## src/rtl/lockpick_session_arbiter.sv

```systemverilog
// lockpick_session_arbiter
//   Shares a single lockpick_game core among N_PLAYERS requesters. A round-robin
//   pick hands one player a whole session of up to MAX_ATTEMPTS attempts. The
//   arbiter pulses core_start once per session, passes the owner's key bytes to
//   the core, forwards the core's result bytes back, and samples core_status
//   after the last result byte of each attempt. It reports every attempt on
//   res_* and keeps a saturating win counter for each player.
//
// Ports
//   clk, rst_n                  clock, asynchronous active-low reset (shared with the core)
//   req[N]                      level request per player
//   grant[N]                    one-hot session owner, all zero when idle
//   in_valid/in_data/in_ready   key byte stream from the owner
//   out_valid/out_data          core result bytes forwarded to the owner
//   res_valid/res_player/res_status  one-cycle end-of-attempt report
//   wins[N*8]                   per-player win count, saturating at 255
//   core_*                      connection to the lockpick_game core
module lockpick_session_arbiter #(
    parameter int unsigned N_PLAYERS    = 4,
    parameter int unsigned IN_BYTES     = 32,
    parameter int unsigned OUT_BYTES    = 16,
    parameter int unsigned MAX_ATTEMPTS = 3
) (
    input  logic                   clk,
    input  logic                   rst_n,
    input  logic [N_PLAYERS-1:0]   req,
    output logic [N_PLAYERS-1:0]   grant,
    input  logic                   in_valid,
    input  logic [7:0]             in_data,
    output logic                   in_ready,
    output logic                   out_valid,
    output logic [7:0]             out_data,
    output logic                   res_valid,
    output logic [2:0]             res_player,
    output logic [1:0]             res_status,
    output logic [N_PLAYERS*8-1:0] wins,
    output logic                   core_start,
    output logic                   core_input_enable,
    output logic [7:0]             core_input_data,
    input  logic                   core_output_valid,
    input  logic [7:0]             core_output_data,
    input  logic [1:0]             core_status
);

    typedef enum logic [1:0] {IDLE, START, LOAD, DRAIN} state_t;

    state_t              state;
    logic [2:0]          rr_ptr;
    logic [2:0]          owner;
    logic [5:0]          byte_cnt;
    logic [1:0]          attempt;
    logic [7:0]          win_cnt [N_PLAYERS];

    logic                found;
    logic [2:0]          pick;
    logic [N_PLAYERS-1:0] pick_onehot;
    int unsigned         idx;
    logic [2:0]          rr_next;
    logic [1:0]          status_eff;

    // First requester at or after rr_ptr, wrapping around.
    always_comb begin
        found       = 1'b0;
        pick        = '0;
        idx         = 0;
        pick_onehot = '0;
        for (int unsigned k = 0; k < N_PLAYERS; k++) begin
            idx = 32'(rr_ptr) + k;
            if (idx >= N_PLAYERS) idx = idx - N_PLAYERS;
            for (int unsigned g = 0; g < N_PLAYERS; g++) begin
                if (!found && g == idx && req[g]) begin
                    found = 1'b1;
                    pick  = 3'(g);
                end
            end
        end
        for (int unsigned g = 0; g < N_PLAYERS; g++) begin
            pick_onehot[g] = (pick == 3'(g));
        end
    end

    assign rr_next    = (owner == 3'(N_PLAYERS - 1)) ? 3'd0 : owner + 3'd1;
    // A status of 00 at the sample point counts as an error.
    assign status_eff = (core_status == 2'b00) ? 2'b01 : core_status;

    assign core_input_enable = in_valid & in_ready;
    assign core_input_data   = in_data;
    assign out_valid         = core_output_valid & (state == DRAIN);
    assign out_data          = core_output_data;

    for (genvar g = 0; g < N_PLAYERS; g++) begin : g_wins
        assign wins[g*8 +: 8] = win_cnt[g];
    end

    always_ff @(posedge clk or negedge rst_n) begin
        if (!rst_n) begin
            state      <= IDLE;
            grant      <= '0;
            owner      <= '0;
            rr_ptr     <= '0;
            in_ready   <= 1'b0;
            core_start <= 1'b0;
            res_valid  <= 1'b0;
            res_player <= '0;
            res_status <= '0;
            byte_cnt   <= '0;
            attempt    <= '0;
            for (int unsigned g = 0; g < N_PLAYERS; g++) win_cnt[g] <= '0;
        end else begin
            core_start <= 1'b0;
            res_valid  <= 1'b0;
            case (state)
                IDLE: begin
                    if (found) begin
                        grant      <= pick_onehot;
                        owner      <= pick;
                        core_start <= 1'b1;
                        state      <= START;
                    end
                end
                START: begin
                    attempt  <= 2'd1;
                    byte_cnt <= '0;
                    in_ready <= 1'b1;
                    state    <= LOAD;
                end
                LOAD: begin
                    if (core_input_enable) begin
                        if (byte_cnt == 6'(IN_BYTES - 1)) begin
                            byte_cnt <= '0;
                            in_ready <= 1'b0;
                            state    <= DRAIN;
                        end else begin
                            byte_cnt <= byte_cnt + 6'd1;
                        end
                    end
                end
                DRAIN: begin
                    if (core_output_valid) begin
                        if (byte_cnt == 6'(OUT_BYTES - 1)) begin
                            byte_cnt   <= '0;
                            res_valid  <= 1'b1;
                            res_status <= status_eff;
                            res_player <= owner;
                            if (status_eff == 2'b10) begin
                                for (int unsigned g = 0; g < N_PLAYERS; g++) begin
                                    if (owner == 3'(g) && win_cnt[g] != 8'hFF)
                                        win_cnt[g] <= win_cnt[g] + 8'd1;
                                end
                            end
                            // Only a plain error with attempts left retries; the
                            // core keeps its session, so no new core_start.
                            if (status_eff == 2'b01 && attempt != 2'(MAX_ATTEMPTS)) begin
                                attempt  <= attempt + 2'd1;
                                in_ready <= 1'b1;
                                state    <= LOAD;
                            end else begin
                                grant  <= '0;
                                rr_ptr <= rr_next;
                                state  <= IDLE;
                            end
                        end else begin
                            byte_cnt <= byte_cnt + 6'd1;
                        end
                    end
                end
                default: state <= IDLE;
            endcase
        end
    end

endmodule

```

## config.mk

```make
export PLATFORM = sky130hd
export DESIGN_NAME = lockpick_session_arbiter
export DESIGN_NICKNAME = d
export VERILOG_FILES = /design/src/rtl/lockpick_session_arbiter.sv
export SDC_FILE = /design/constraint.sdc
export NUM_CORES = 1
export LEC_CHECK = 0
export CAP_MARGIN = 20
export CORE_MARGIN = 3
export CORE_UTILIZATION = 35
export CTS_CLUSTER_DIAMETER = 60
export CTS_CLUSTER_SIZE = 24
export DETAILED_ROUTE_END_ITERATION = 10
export GPL_ROUTABILITY_DRIVEN = 0
export PLACE_DENSITY = 0.67
export SLEW_MARGIN = 20
export SYNTH_ARGS = -nofsm -noshare
export SYNTH_HDL_FRONTEND = slang
export SYNTH_SLANG_ARGS = --single-unit
export TNS_END_PERCENT = 1
```

## constraint.sdc

```tcl
create_clock -name clk -period 2.3 [get_ports clk]
set_input_delay 0.575 -clock clk [delete_from_list [all_inputs] [get_ports clk]]
set_output_delay 0.575 -clock clk [all_outputs]
set_load 0.02 [all_outputs]
```

======== Word-level counts from Yosys, hierarchy flattened ========
Index checks and enable logic that the tools add are counted.
cells by class
  muxes and demuxes ....................... 69
  add/subtract/negate cells ............... 14
  reductions and logical operators ........ 74
  equal/unequal tests ..................... 37
  bitwise operators ....................... 3
  $lt $le $gt $ge ......................... 4
operator list
  kind                   count
  $eq A2 B32 Y1 const A  8
  $eq A1 B32 Y1 const A  4
  $logic_not A32 Y1      4
  $mux W32               4
  $mux W3                15
  $logic_and A1 B1 Y1    36
  $add A8 B1 Y8 const B  4
  $ne A8 B8 Y1 const B   4
  $reduce_and A5 Y1      6
  $mux W1                27
  $mux W6                4
  $mux W2                10
  $pmux W6 S3            1
  $mux W4                4
  $logic_not A1 Y1       15
  $sub A4 B3 Y5 const B  3
  $eq A3 B2 Y1 const B   4
  $ge A4 B3 Y1 const B   3
  $ne A2 B2 Y1 const B   6
  $add A3 B2 Y4 const B  2
  $pmux W2 S4            1
  $pmux W4 S2            1
  $reduce_and A4 Y1      2
  $add A6 B1 Y6 const B  1
  22 further kinds       32
word-level totals
  flip-flop bits (word level) ............. 60
  logic and storage cells ................. 216
  output and inout port bits .............. 62

======== Depth between registers and ports, before layout ========
Gate-level depths: netlist of run 1.
  depth in word-level cells ............... 68
  mapped depth ............................ 7

======== Worst setup path after synthesis of run 1 ========
Ideal clock, no wire load.
  path type ............................... input to register
  from .................................... in core_output_valid
  to ...................................... reg win_cnt (netlist bit wins[25])
  path slack .............................. 0.241 ns
  data required time ...................... 2.175 ns
  setup time .............................. 0.125 ns
  arrival ................................. 1.935 ns
  stages .................................. 6
  cell sequence ........................... buf_2 -> nand3_2 -> inv_2 -> nand4_4 -> a311oi_4 -> mux2_2
between the ends
  word-level cells in the longest chain between the ends .. 1
ends and longest elaborated chain
  item                                line  source
  from (decl)                         40    input logic core_output_valid,
  $reduce_and A5 Y1 (no source line)  --
  to (signal, indexed assignment)     148   win_cnt[g] <= win_cnt[g] + 8'd1;
  to (decl)                           52    logic [7:0] win_cnt [N_PLAYERS];
No other way between the ends.
A chain may end at the register's enable or synchronous reset.

======== Final worst setup path of run 1 ========
  from .................................... in core_output_valid
  to ...................................... out out_valid
between the ends
  word-level cells in the longest chain between the ends .. 1
ends and longest elaborated chain
  item           line  source
  $and A1 B1 Y1  88    assign out_valid = core_output_valid & (state == DRAIN);
  to (decl)      31    output logic out_valid,
No other way between the ends.

==> results of run 1 <==
## worst max-delay path by stage
stage / to / slack (ns) / cells past startpoint
finish: out_valid / 0.09 / 4
global route: out_valid / 0.04 / 4
CTS: out_valid / 0.08 / 4
detailed placement: out_valid / -0.18 / 4
global placement: out_valid / -0.15 / 4
floorplan: wins[25] / 0.24 / 6
## synth_stat cells, types with 4 or more instances
cell type,instances
mux2_2,9
nor3_1,8
nand4_1,13
inv_1,9
mux2i_1,4
dfrtp_1,57
xnor2_1,15
nand3_1,11
o21ai_0,11
a21oi_1,11
ha_1,10
xor2_1,13
nand2_1,21
a22o_1,4
buf_4,17
and3_1,6
nor2_1,18
## per-layer routing
metal  up-vias  wire, µm  GRT usage (%)
met5         -         0              0
met4         0       115           5.15
met3        13       357           4.36
met2        61      2900           21.2
met1      1098      2980           18.2
li1       1132         -              -
## power by group through the flow
stage          combinational, mW  clock, mW  sequential, mW
2_1_floorplan              0.610          0            1.38
3_3_place_gp               0.970          0            1.36
3_5_place_dp               0.991          0            1.36
4_1_cts                    0.988       1.07            1.35
5_1_grt                     1.08       1.11            1.38
6_report                   0.982       1.04            1.34
## repair_timing
item | 4_1_cts | 5_1_grt
resized for setup | 2 | 0
buffers inserted | 0 | 0
endpoints found under the setup margin | 2 | 0
## per-stage QoR
step	cell area, µm²	hold WS, ns	std cells	setup WS (ns)
after floorplan	2980	0.279	281	0.241
after global placement	3710	0.476	446	-0.154
after detailed placement	3710	0.482	446	-0.179
after CTS	3930	0.234	462	0.0776
after global routing	3930	0.242	462	0.0433
final	3930	0.223	462	0.0916
## kinds of logic after synthesis
| logic type | count (synthesis) | share of synthesized area [%] |
|---|---|---|
| AOI/OAI and AO/OA | 44 | 10.3 |
| xor gates and xnor gates | 28 | 8.24 |
| adders and majority gates | 10 | 4.20 |
| buffers and inverters | 32 | 6.56 |
| DFF | 57 | 47.9 |
| muxes | 13 | 4.75 |
| other | 1 | 0.126 |
| and+or+nand+nor | 96 | 17.9 |
## layout make-up
cell class              count  share of cell area [%]
clock buffers              11                    3.60
inverters                  10                   0.956
well taps                 105                    3.35
repair buffers             82                    19.2
flip-flops and latches     57                    36.3
clock inverters             5                    2.01
multi-input cells         192                    34.5
## critical path: cells and delay by family
kind | cells | cell delay (ns)
and+or+nand+nor | 1 | 0.11
buffers and inverters | 3 | 0.94
## registers in the layout, indices dropped and copies added (netlist names)
register    cells
attempt         2
res_status      2
res_player      2
core_start      1
wins           32
rr_ptr          2
owner           2
state           2
res_valid       1
grant           4
byte_cnt        6
in_ready        1
==> flow_summary.yaml, run 1 <==
critical_path:
  worst_ep_required_time_ns: 1.73
  max_stage_delay_ns: 0.50
  r2r_slack_ns: 0.27
  cp.arrival_ns: 1.63
  critPathLaunch: "core_output_valid"
  crit_type: "in2out"
  worstPathCellList: "clkdlybuf4s50_1 > nand3_2 > inv_2 > dlygate4sd2_1"
  critPathLaunchType: "primary input"
  worstReg2RegStart: "byte_cnt[1]"
  slowest_stage: "clkdlybuf4s50_1"
  endpoint_kind: "primary output"
  rr_endpoint: "wins[27]"
  reg2regPathDepth: 7
  worst-path-max-fanout: 3
yosys:
  yosysTopAreaCell: "dfrtp_1"
  synth_area_um2: 2980
  yosysTopAreaCellShare_pct: 47.9
  synth_edf_count: 0
  avgSynthCellArea_um2: 10.6
  synth_cell_types: 51
  synth_seq_cells: 57
  synthArstFlopShare_pct: 100
  yosysSeqAreaShare_pct: 47.9
  yosysWarnings: 0
  ys_top_cells_by_area: "dfrtp_1 (48%), xnor2_1 (4.4%), buf_4 (4.3%)"
  synth_cells: 281
  dominantRegCellSynth: "dfrtp_1"
  syn_nets: 317
placed_design:
  post-dp-hpwl_um: 4690
  io_buffers: 54
sta:
  setup_viol: 0
  slew_violations: 0
  max_freq_mhz: 453
  skew_ns: 0.00662
  rsz0062_at_grt: "no"
  fin_crit_ns: 2.21
  hold_viol: 0
  finalCritPeriodShare_pct: 96.0
  fin_tns_setup_ns: 0
finish:
  area.sequential_um2: 1430
  area_delta_synth_final_pct: 31.9
  drive_gt1_share_pct: 17.6
  nNetsFinal: 388
  final_common_cell: "dfrtp_1"
  multi_input_area_um2: 1360
  final_util_pct: 47.5
  antenna_cells: 0
  nFillCells: 770
  final_cell_mix: "dfrtp_1 (57), clkdlybuf4s50_1 (51), buf_4 (27)"
global_route:
  track_usage_pct: 13.8
  grt_first_pass_wirelength_um: 10700
  grt_max_degree: 58
  grt_antenna_before_repair: 0
  grt.overflow.total: 0
  grt_pass1_vias: 2193
die:
  rows: 33
  pin_count: 88
  start_util_pct: 36.0
  coreArea_um2: 8260
  die_w_um: 98.2
  die_area_um2: 9650
  die_y_um: 98.2
clock_network:
  htreeDepth: 3
  clk_pin_slew_worst_paths_ns: 0.06
  cts_max_path_buffers: 2
  cts_buffers: 9
  cts-root-buf: "clkbuf_8"
  cts_tree: "yes"
  cts_hold_buf: 0
  clk_latency_ns: 0.34
  cts_sinks: 57
power_and_ir_drop:
  seq_power_share_pct: 39.9
  power_leakage_nw: 1.81
  power_density_nw_per_um2: 856
  power.internal_mw: 2.28
  combPwrFrac_pct: 29.2
  p_sw_share_pct: 32.1
  switchingPower_mw: 1.08
  clockPowerShare_pct: 30.9
  total_power_mw: 3.36
  peakVddDrop_mv: 0.544
drt:
  routedWlPerCell_um: 13.7
  first_iter_violations: 87
  drtAntennaViolNets: 0
  wl_um: 6350
  drcViolationCount: 0
  viasPerCell: 4.99
  firstDrtPassIters: 4
  vias: 2304
outcome:
  status: "complete, no violations"
run:
  maxCapViolCount: 0
hold_path:
  hold_path_class: "in2async"
No activity file was read; power rests on OpenSTA's default activity.
==> run 2, diff against run 1 <==
--- a/config.mk
+++ b/config.mk
@@ -8,6 +8,7 @@
 export CAP_MARGIN = 20
 export CORE_MARGIN = 3
 export CORE_UTILIZATION = 35
+export CTS_BUF_LIST = sky130_fd_sc_hd__clkbuf_8
 export CTS_CLUSTER_DIAMETER = 60
 export CTS_CLUSTER_SIZE = 24
 export DETAILED_ROUTE_END_ITERATION = 10
==> run 2 against run 1 <==
Compared with the run above:
- worst hold slack barely moved
- highest routed layer unchanged
- total power fell by 0.11%
- utilization did not move
- critical path type unchanged
- die area did not move
- global-route usage unchanged
- cell area unchanged
- critical path depth unchanged
==> flow_summary.yaml, run 2 (same netlist as run 1, synthesis figures left out) <==
clock_network:
  cts_max_path_buffers: 2
  clk_latency_ns: 0.34
  clk_pin_slew_worst_paths_ns: 0.06
  cts_tree: "yes"
  htreeDepth: 3
  cts_hold_buf: 0
  cts_buffers: 9
  cts-root-buf: "clkbuf_8"
  cts_sinks: 57
critical_path:
  critPathLaunchType: "primary input"
  crit_type: "in2out"
  worst_ep_required_time_ns: 1.73
  reg2regPathDepth: 7
  cp.arrival_ns: 1.63
  endpoint_kind: "primary output"
  worst-path-max-fanout: 3
global_route:
  track_usage_pct: 13.8
  grt_pass1_vias: 2193
  grt_antenna_before_repair: 0
  grt_max_degree: 58
  grt.overflow.total: 0
  grt_first_pass_wirelength_um: 10700
sta:
  finalCritPeriodShare_pct: 96.0
  setup_viol: 0
  fin_tns_setup_ns: 0
  skew_ns: 0.00721
  hold_viol: 0
  fin_crit_ns: 2.21
  slew_violations: 0
  rsz0062_at_grt: "no"
  max_freq_mhz: 453
  fin_hold_ws_ns: 0.223
power_and_ir_drop:
  peakVddDrop_mv: 0.544
  power_leakage_nw: 1.81
  power_density_nw_per_um2: 855
run:
  maxCapViolCount: 0
finish:
  final_cell_mix: "dfrtp_1 (57), clkdlybuf4s50_1 (51), buf_4 (27)"
  drive_gt1_share_pct: 17.6
  nNetsFinal: 388
  area_delta_synth_final_pct: 31.9
  antenna_cells: 0
  final_common_cell: "dfrtp_1"
  largest_reg_flops: 32
die:
  die_area_um2: 9650
  die_y_um: 98.2
  pin_count: 88
  coreArea_um2: 8260
  die_w_um: 98.2
  rows: 33
  start_util_pct: 36.0
placed_design:
  post-dp-hpwl_um: 4690
  io_buffers: 54
drt:
  drcViolationCount: 0
  firstDrtPassIters: 4
  vias: 2302
  first_iter_violations: 73
  viasPerCell: 4.98
  routedWlPerCell_um: 13.8
  drtAntennaViolNets: 0
  wl_um: 6360
hold_path:
  hold_path_class: "in2async"
outcome:
  status: "complete, no violations"
[run 2: area by class of cell]
type,count,area [µm²]
fillers,770,4330
multi-input cells,192,1360
repair buffers,82,756
flip-flops and latches,57,1430
clock buffers,10,138
clock inverters,6,82.6
inverters,10,37.5
well taps,105,131
[run 2: routing by layer]
| metal | track usage (%) | wire, µm | up-vias |
|---|---|---|---|
| met2 | 21.2 | 2900 | 61 |
| met5 | 0 | 0 | - |
| li1 | - | - | 1131 |
| met4 | 5.15 | 115 | 0 |
| met3 | 4.36 | 357 | 13 |
| met1 | 18.2 | 2990 | 1097 |
[run 2: final timing paths]
kind,start,end,slack (ns)
min in group clk,wins[5],wins[5],0.49
setup reg to reg,byte_cnt[1],wins[27],0.27
hold / removal,rst_n,wins[5],0.22
hold reg to reg,wins[5],wins[5],0.49
setup / recovery,core_output_valid,out_valid,0.09
max in group asynchronous,rst_n,rr_ptr[0],1.81
[run 2: critical path, stage by stage]
cell and delay (ns):
clkdlybuf4s50_1 0.50, nand3_2 0.11, inv_2 0.09, dlygate4sd2_1 0.35
[run 2: repair_timing]
item / in CTS / in global routing
setup buffers: 0 / 0
resized for setup: 2 / 0
endpoints found under the setup margin: 2 / 0
[run 2: metrics by stage]
stage / instances / util, % / total power, mW / worst slack, ns / instance area, µm²
after floorplan: 281 / - / 1.99 / 0.241 / 2980
after global placement: 446 / 44.9 / 2.33 / -0.154 / 3710
after detailed placement: 446 / 44.9 / 2.35 / -0.179 / 3710
after CTS: 462 / 47.5 / 3.40 / 0.0776 / 3930
after global routing: 462 / 47.5 / 3.57 / 0.0433 / 3930
final: 462 / 47.5 / 3.36 / 0.0916 / 3930
[run 2: report_power, final]
group,internal [mW],switching [mW]
sequential,1.16,0.179
combinational,0.483,0.500
clock,0.633,0.400
==> run 3, diff against run 2 <==
--- a/config.mk
+++ b/config.mk
@@ -7,13 +7,13 @@
 export LEC_CHECK = 0
 export CAP_MARGIN = 20
 export CORE_MARGIN = 3
-export CORE_UTILIZATION = 35
+export CORE_UTILIZATION = 49
 export CTS_BUF_LIST = sky130_fd_sc_hd__clkbuf_8
 export CTS_CLUSTER_DIAMETER = 60
 export CTS_CLUSTER_SIZE = 24
 export DETAILED_ROUTE_END_ITERATION = 10
 export GPL_ROUTABILITY_DRIVEN = 0
-export PLACE_DENSITY = 0.67
+export PLACE_DENSITY = 0.88
 export SLEW_MARGIN = 20
 export SYNTH_ARGS = -nofsm -noshare
 export SYNTH_HDL_FRONTEND = slang
==> run 3 against run 2 <==
Compared with the run above:
- clock skew is 0.0021 ns lower
- final cell count is 9.1% lower
- worst hold slack better by 0.023 ns
- clock-buffer cell count stayed put
- global-route usage is 5.2 points higher
- clock power is 28% lower
- setup slack better by 0.058 ns
- die area is 27% lower
- wire length is 0.31% higher
- critical path depth stayed put
- critical path type unchanged
- first-iteration DRC count is 44% higher
- register-to-register slack worse by 0.09 ns
==> flow_summary.yaml, run 3 (same netlist as run 1, synthesis figures left out) <==
outcome:
  status: "complete, no violations"
drt:
  vias: 2312
  drcViolationCount: 0
  firstDrtPassIters: 4
  first_iter_violations: 105
  drtAntennaViolNets: 0
  wl_um: 6380
  viasPerCell: 5.50
  routedWlPerCell_um: 15.2
clock_network:
  cts_buffers: 9
  cts_max_path_buffers: 2
  cts_resized: 2
  htreeDepth: 3
  clk_latency_ns: 0.33
  cts-root-buf: "clkbuf_8"
  clk_pin_slew_worst_paths_ns: 0.06
  cts_hold_buf: 0
  cts_setup_buffers: 0
  cts_sinks: 57
  cts_tree: "yes"
sta:
  fin_crit_ns: 2.15
  skew_ns: 0.00506
  worst_pin_slew_ns: 0.703
  setup_viol: 0
  finalCritPeriodShare_pct: 93.5
  slew_violations: 0
  relSlewSlack_pct: 52.7
  max_freq_mhz: 465
  hold_viol: 0
  rsz0062_at_grt: "no"
power_and_ir_drop:
  power_density_nw_per_um2: 813
  power_leakage_nw: 1.75
  peakVddDrop_mv: 0.704
finish:
  final_cell_mix: "dfrtp_1 (57), clkdlybuf4s50_1 (51), nand2_1 (21), buf_4 (21), nor2_1 (18)"
  instances_no_fill: 420
  design_area_um2: 3770
  largest_reg_flops: 32
  antenna_cells: 0
  nFillCells: 439
  area_delta_synth_final_pct: 26.6
  drive_gt1_share_pct: 15.2
  final_common_cell: "dfrtp_1"
  nNetsFinal: 382
critical_path:
  worstReg2RegStart: "byte_cnt[1]"
  rr_endpoint: "wins[19]"
  reg2regPathDepth: 7
  worst_ep_required_time_ns: 1.73
  cp.arrival_ns: 1.58
  r2r_slack_ns: 0.18
  crit_path_end: "out_valid"
  crit_type: "in2out"
  critPathLaunchType: "primary input"
  critPathLaunch: "core_output_valid"
  worst-path-max-fanout: 2
  endpoint_kind: "primary output"
global_route:
  grt.overflow.total: 0
  grt_pass1_vias: 2344
  track_usage_pct: 19.0
  grt_first_pass_wirelength_um: 10800
  grt_max_degree: 34
  grt_antenna_before_repair: 0
placed_design:
  post-dp-hpwl_um: 4780
  io_buffers: 54
  numPlacedInstances: 407
  placed_cell_area_um2: 3620
die:
  die_w_um: 83.9
  die_area_um2: 7050
  coreArea_um2: 5680
  rows: 27
  pin_count: 88
  die_y_um: 83.9
  start_util_pct: 52.4
hold_path:
  hold_path_class: "in2async"
run:
  maxCapViolCount: 0
## run 3: changes by cell type in the layout (fill, tap and decap cells not counted)
| cell | before | now |
|---|---|---|
| bufinv_16 | 2 | 0 |
| buf_4 | 27 | 21 |
| inv_1 | 10 | 11 |
| clkinv_2 | 2 | 1 |
| clkinv_4 | 1 | 0 |
## run 3: final cells by class
class / instances / area, µm² / area share (%)
Clock inverter: 3 / 12.5 / 0.332
Multi-Input combinational cell: 192 / 1360 / 35.9
Sequential cell: 57 / 1430 / 37.8
Clock buffer: 10 / 138 / 3.65
Inverter: 10 / 37.5 / 0.996
Timing Repair Buffer: 76 / 711 / 18.9
Tap cell: 72 / 90.1 / 2.39
## run 3: report_power, final
group	total, mW	switching, mW	internal [mW]
registers	1.35	0.183	1.16
logic	0.979	0.507	0.473
clock network	0.738	0.346	0.391
## run 3: worst min-delay path by stage
stage          slack, ns  startpoint          to
4_1_cts             0.25       rst_n   rr_ptr[1]
5_1_grt             0.25       rst_n    in_ready
3_3_place_gp        0.48  attempt[1]  attempt[1]
6_report            0.25       rst_n    in_ready
3_5_place_dp        0.49    wins[30]    wins[30]
2_1_floorplan       0.28       rst_n  attempt[0]
## run 3: worst max-delay path, cell delays in order
cell             delay, ns
clkdlybuf4s50_1       0.49
nand3_2               0.11
inv_2                 0.07
dlygate4sd2_1         0.33
## run 3: through the flow
step                      util [%]  TNS [ns]  setup WS [ns]  power [mW]  hold slack [ns]
after floorplan                  -         0          0.241        1.99            0.279
after global placement        63.8     -1.06         -0.121        2.30            0.475
after detailed placement      63.8     -1.57         -0.153        2.34            0.485
after CTS                     66.4         0          0.147        3.09            0.251
after global routing          66.4         0         0.0564        3.27            0.254
final                         66.4         0          0.150        3.06            0.246
## run 3: layer usage
| metal | track usage [%] | vias up | part of all wire, % | wire (µm) |
|---|---|---|---|---|
| met1 | 22.8 | 1104 | 43 | 2760 |
| met4 | 7.60 | 0 | 2.0 | 129 |
| li1 | - | 1118 | - | - |
| met3 | 6.61 | 17 | 6.0 | 386 |
| met2 | 31.2 | 73 | 49 | 3100 |
| met5 | 0 | - | 0 | 0 |
